`src/rtl/lattuino_rst_ctrl.sv`:
```
// Reset sequencer for the Lattuino_1 system: merges PLL lock, reset pin, button and DTR edge,
// stretches the reset and latches its cause. Optional DTR path: define LATTUINO_RST_DTR_EN.
module lattuino_rst_ctrl #(
  parameter int unsigned SYNC_STAGES = 2,
  parameter int unsigned HOLD_CYCLES = 1024,
  parameter int unsigned BTN_HOLD    = 24000
) (
  input  logic       clk_i,
  input  logic       rst_n_i,
  input  logic       ext_rst_n_i,
  input  logic       pll_lock_i,
  input  logic       dtr_i,
  input  logic       btn_i,
  output logic       rst_o,
  output logic [3:0] cause_o
);

  localparam int unsigned CntW = $clog2(HOLD_CYCLES + 1);
  localparam int unsigned BtnW = $clog2(BTN_HOLD + 1);
  localparam logic [CntW-1:0] CntLoad = CntW'(HOLD_CYCLES);
  localparam logic [CntW-1:0] CntOne  = CntW'(1);
  localparam logic [BtnW-1:0] BtnMax  = BtnW'(BTN_HOLD);
  localparam logic [BtnW-1:0] BtnFire = BtnW'(BTN_HOLD - 1);

  localparam logic [1:0] StWaitLock = 2'd0;
  localparam logic [1:0] StHold     = 2'd1;
  localparam logic [1:0] StRun      = 2'd2;

  logic [SYNC_STAGES-1:0] ext_sync_q, lock_sync_q;
  logic                   ext_s, lock_s, t_dtr;

  always_ff @(posedge clk_i) begin
    if (!rst_n_i) begin
      ext_sync_q  <= '1;
      lock_sync_q <= '0;
    end else begin
      ext_sync_q  <= {ext_sync_q[SYNC_STAGES-2:0], ext_rst_n_i};
      lock_sync_q <= {lock_sync_q[SYNC_STAGES-2:0], pll_lock_i};
    end
  end

  assign ext_s  = ext_sync_q[SYNC_STAGES-1];
  assign lock_s = lock_sync_q[SYNC_STAGES-1];

`ifdef LATTUINO_RST_DTR_EN
  logic [SYNC_STAGES-1:0] dtr_sync_q;
  logic                   dtr_dly_q;

  // Preset to idle-high so leaving reset never looks like a falling edge.
  always_ff @(posedge clk_i) begin
    if (!rst_n_i) begin
      dtr_sync_q <= '1;
      dtr_dly_q  <= 1'b1;
    end else begin
      dtr_sync_q <= {dtr_sync_q[SYNC_STAGES-2:0], dtr_i};
      dtr_dly_q  <= dtr_sync_q[SYNC_STAGES-1];
    end
  end

  assign t_dtr = dtr_dly_q & ~dtr_sync_q[SYNC_STAGES-1];
`else
  logic unused_dtr;
  assign unused_dtr = dtr_i;
  assign t_dtr      = 1'b0;
`endif

  logic [BtnW-1:0] btn_cnt_q, btn_cnt_d;
  logic            btn_pulse_q, btn_pulse_d;

  // Counter saturates at BTN_HOLD, so the pulse fires once per press.
  always_comb begin
    btn_cnt_d = btn_cnt_q;
    if (!btn_i) begin
      btn_cnt_d = '0;
    end else if (btn_cnt_q != BtnMax) begin
      btn_cnt_d = btn_cnt_q + BtnW'(1);
    end
    btn_pulse_d = btn_i && (btn_cnt_q == BtnFire);
  end

  always_ff @(posedge clk_i) begin
    if (!rst_n_i) begin
      btn_cnt_q   <= '0;
      btn_pulse_q <= 1'b0;
    end else begin
      btn_cnt_q   <= btn_cnt_d;
      btn_pulse_q <= btn_pulse_d;
    end
  end

  logic [3:0]      trig;
  logic [1:0]      state_q, state_d;
  logic [CntW-1:0] cnt_q, cnt_d;
  logic [3:0]      cause_q, cause_d;
  logic            rst_q, rst_d;

  assign trig = {t_dtr, btn_pulse_q, ~ext_s, 1'b0};

  always_comb begin
    state_d = state_q;
    cnt_d   = cnt_q;
    cause_d = cause_q;
    case (state_q)
      StWaitLock: begin
        if (lock_s) begin
          state_d = StHold;
          cnt_d   = CntLoad;
        end
      end
      StHold: begin
        if (!lock_s) begin
          state_d = StWaitLock;
          cause_d = cause_q | 4'b0001;
        end else if (|trig) begin
          cnt_d   = CntLoad;
          cause_d = cause_q | trig;
        end else begin
          cnt_d = cnt_q - CntOne;
          if (cnt_q == CntOne) state_d = StRun;
        end
      end
      StRun: begin
        // Entry to reset replaces the cause rather than accumulating it.
        if (!lock_s) begin
          state_d = StWaitLock;
          cause_d = 4'b0001;
        end else if (|trig) begin
          state_d = StHold;
          cnt_d   = CntLoad;
          cause_d = trig;
        end
      end
      default: state_d = StWaitLock;
    endcase
    rst_d = (state_d != StRun);
  end

  always_ff @(posedge clk_i) begin
    if (!rst_n_i) begin
      state_q <= StWaitLock;
      cnt_q   <= '0;
      cause_q <= 4'b0001;
      rst_q   <= 1'b1;
    end else begin
      state_q <= state_d;
      cnt_q   <= cnt_d;
      cause_q <= cause_d;
      rst_q   <= rst_d;
    end
  end

  assign rst_o   = rst_q;
  assign cause_o = cause_q;

endmodule

```
`config.mk`:
```
export PLATFORM = sky130hd
export DESIGN_NAME = lattuino_rst_ctrl
export DESIGN_NICKNAME = d
export VERILOG_FILES = /design/src/rtl/lattuino_rst_ctrl.sv
export SDC_FILE = /design/constraint.sdc
export NUM_CORES = 1
export LEC_CHECK = 0
export ABC_CLOCK_PERIOD_IN_PS = 4850
export BUFFER_PORTS_ARGS = -buffer_cell sky130_fd_sc_hd__buf_2
export CORE_ASPECT_RATIO = 2
export CORE_UTILIZATION = 60
export DETAILED_ROUTE_END_ITERATION = 10
export PLACE_DENSITY = 0.79
export SLEW_MARGIN = 20
export SYNTH_ARGS = -nofsm -noshare
export SYNTH_HDL_FRONTEND = slang
export SYNTH_SLANG_ARGS = --single-unit
```
`constraint.sdc`:
```
create_clock -name clk_i -period 4.85 [get_ports clk_i]
set_clock_uncertainty 0.2 [all_clocks]
set_input_delay 0.485 -clock clk_i [delete_from_list [all_inputs] [get_ports clk_i]]
set_output_delay 0.485 -clock clk_i [all_outputs]
set_load 0.01 [all_outputs]
```
==> impl_metrics.py <==
metrics = {
    "power_and_ir_drop": {
        "p_switching_uw": 147.9,
        "p_sw_share_pct": 25.50,
        "p_leak_nw": 0.7031,
        "p_int_uw": 432.2,
        "p_seq_share_pct": 54.8,
        "power_density_nw_per_um2": 301.1,
        "peakVddDrop_mv": 0.3042,
        "power_frac_comb_pct": 9.2,
        "p_clk_share_pct": 35.9,
    },
    "detailed_routing": {
        "final_antenna_net_count": 0,
        "vias_per_cell": 6.091,
        "dr.pass1.iters": 4,
        "detail_route.wirelength_um": 3689,
        "wl_per_cell_um": 15.31,
        "drt-initial-drc-count": 32,
        "drc_errors": 0,
        "vias": 1468,
    },
    "grt": {
        "antenna_found_initial": 0,
        "grt_pass1_vias": 1463,
        "met2_usage_pct": 48.59,
        "busiest_layer": "met2",
        "globalRouteMet1Util_pct": 23.04,
        "gr-total-overflow": 0,
        "grt_usage_pct": 26.38,
        "grt_max_degree": 17,
        "grt_pass1_wl_um": 5899,
        "gr-usage-met3_pct": 6.685,
    },
    "synth": {
        "yosysSeqAreaShare_pct": 41.00,
        "synth-seq-cells": 37,
        "syn_avg_cell_area_sq_um": 8.900,
        "syn_nets": 213,
        "yosysWarnings": 0,
        "syn-cell-area_sq_um": 1807,
        "synth_edf_count": 0,
        "synth_cells": 203,
        "ys.flop_type": "dfxtp_1",
        "synth_cell_types": 55,
        "ys_async_sr_fraction_pct": 0,
    },
    "critical_path": {
        "critical_path_class": "reg -> reg",
        "worstPathRequired_ns": 4.88,
        "r2r_start": "lock_sync_q[1]",
        "ff2ff_path_depth": 4,
        "start_kind": "register",
        "cp-end-kind": "register",
        "cp-endpoint": "cnt_q[5]",
        "crit_fanout": 12,
        "r2r_slack_ns": 2.87,
        "worstPathArrival_ns": 2.01,
        "timing.rr.end": "cnt_q[5]",
        "cp-startpoint": "lock_sync_q[1]",
    },
    "placement": {
        "hpwl_um": 2735,
        "place_inst": 233,
        "gp_congestion": 0.7817,
        "port_buffers": 8,
    },
    "clock_tree": {
        "cts.htree.levels": 2,
        "holdBufCountCts": 0,
        "cts_num_sinks": 37,
        "cts_tree": "yes",
        "cts_setup_buffers": 0,
        "numCtsBuffers": 5,
        "clk_path_buf_depth": 2,
        "cts_root_buf": "clkbuf_8",
        "ctsResizeCount": 0,
        "clk_latency_ns": 0.30,
        "clk_pin_slew_ns": 0.08,
    },
    "run": {
        "maxCapViolations": 0,
    },
    "final_layout": {
        "stdcell_count": 241,
        "drive_gt1_share_pct": 11.79,
        "fin_nets": 221,
        "n_antenna_cell": 0,
        "syn_to_final_growth_pct": 6.648,
        "finish.utilization_pct": 68.72,
    },
    "sta": {
        "setup-tns-final_ns": 0,
        "rsz0062_at_grt": "no",
        "drv_slew": 0,
        "slew_headroom_pct": 51.42,
        "final.period_utilization_pct": 40.92,
        "tightest_slew_ns": 0.7287,
        "holdWs_ns": 0.1811,
        "max_freq_ghz": 0.5038,
        "finalHoldViolCount": 0,
        "setup_violations": 0,
        "fin_crit_ns": 1.985,
    },
    "die": {
        "start_util_pct": 64.44,
        "core-area_sq_um": 2804,
        "die_h_um": 79.61,
        "dieArea_sq_um": 3248,
        "pin_count": 11,
        "die_width_um": 40.80,
        "row_count": 27,
    },
    "hold_path": {
        "worstHoldStart": "ext_rst_n_i",
        "hp-class": "in -> reg",
    },
    "status": {
        "status": "complete, no violations",
    },
}
## logic make-up after synthesis
logic type / after synthesis / share of synthesized area, %
simple gates: 93 / 31.37
xor+xnor: 11 / 5.333
mux: 1 / 0.5540
flops: 37 / 41.00
fa+ha+maj: 5 / 3.324
buf+inv: 17 / 4.224
compound gates: 38 / 13.99
other cells: 1 / 0.2076
## state kept, by name, summed over array words and instances (netlist names)
| name | cells |
|---|---|
| cnt_q | 11 |
| cause_o | 3 |
| ext_sync_q | 2 |
| lock_sync_q | 2 |
| rst_o | 1 |
| state_q | 2 |
| btn_cnt_q | 15 |
| btn_pulse_q | 1 |
## critical path, stage by stage, from the launching register on
cell and delay (ns):
dfxtp_1 0.52, nor2b_1 0.21, a21oi_1 0.24, or4_1 0.59, a21oi_1 0.16
## worst min-delay path by stage
stage                          endpoint  slack [ns]  depth (start not counted)
after global placement    ext_sync_q[1]        0.19                          1
final                     ext_sync_q[0]        0.18                          2
after CTS                 ext_sync_q[0]        0.17                          2
after global routing      ext_sync_q[0]        0.20                          2
after floorplan           ext_sync_q[1]        0.19                          1
after detailed placement  ext_sync_q[1]        0.20                          1
## routing by layer
layer | up-vias | share of wire [%] | wire length [um]
met3 | 6 | 2.7 | 98
li1 | 747 | - | -
met5 | - | 0 | 0
met1 | 697 | 37 | 1375
met4 | 0 | 2.0 | 74
met2 | 18 | 58 | 2141
## cells in the mapped netlist (2+ instances only)
cell type	instances	area, sq um
a21oi_1	12	60.06
a22oi_1	2	15.01
a31oi_1	2	12.51
and2_1	4	25.02
and3_1	3	18.77
buf_2	4	20.02
buf_4	2	15.01
dfxtp_1	37	740.7
ha_1	4	50.05
inv_1	10	37.54
nand2_1	14	52.55
nand2b_1	4	25.02
nand3_1	7	35.03
nand4_1	3	18.77
nand4b_1	3	26.28
nor2_1	18	67.56
nor2b_1	3	18.77
nor3_1	4	20.02
nor4_1	3	18.77
nor4_2	2	25.02
o21ai_0	5	25.02
o31ai_1	4	30.03
or3_1	8	50.05
or4_1	5	37.54
xnor2_1	8	70.07
xor2_1	3	26.28
## placed cells by master (no fill, tap or decap), drive strengths merged, types with 2 or more instances in the layout
master,synthesis,routed
or4,6,6
clkinv,0,2
nor4,6,6
o21ai,6,6
clkbuf,1,6
xnor2,8,8
a21oi,12,12
nand2b,5,5
ha,4,4
nand4b,3,3
inv,10,10
and3,4,4
a22oi,2,2
nor2b,4,4
buf,6,8
nand2,14,14
nor2,18,18
o31ai,4,4
and2,4,4
nand3,8,8
dfxtp,37,37
nor3,4,4
xor2,3,3
a31oi,2,2
nand4,4,4
or3,8,8
## power by group through the flow
| stage | Clock, mW | Sequential, mW | Combinational, mW |
|---|---|---|---|
| final | 0.208 | 0.318 | 0.0536 |
| after global routing | 0.221 | 0.319 | 0.0601 |
| after CTS | 0.212 | 0.318 | 0.0539 |
| after detailed placement | 0 | 0.325 | 0.0534 |
| after global placement | 0 | 0.324 | 0.0500 |
| after floorplan | 0 | 0.322 | 0.0439 |
## area by class of cell
type | count | area [sq um]
clock inverter | 2 | 10.01
clock buffer | 6 | 72.57
fill | 240 | 877.1
inverter | 10 | 37.54
timing repair buffer | 8 | 40.04
tap | 29 | 36.28
sequential | 37 | 740.7
multi-input combinational | 149 | 989.7
## through the flow
stage | instance area [sq um] | total power, mW | setup slack [ns]
floorplan | 1807 | 0.3662 | 3.170
global placement | 1844 | 0.3743 | 2.813
detailed placement | 1844 | 0.3784 | 2.759
CTS | 1927 | 0.5833 | 2.868
global route | 1927 | 0.6007 | 2.674
finish | 1927 | 0.5801 | 2.865
Power figures use the tool's default switching activity.
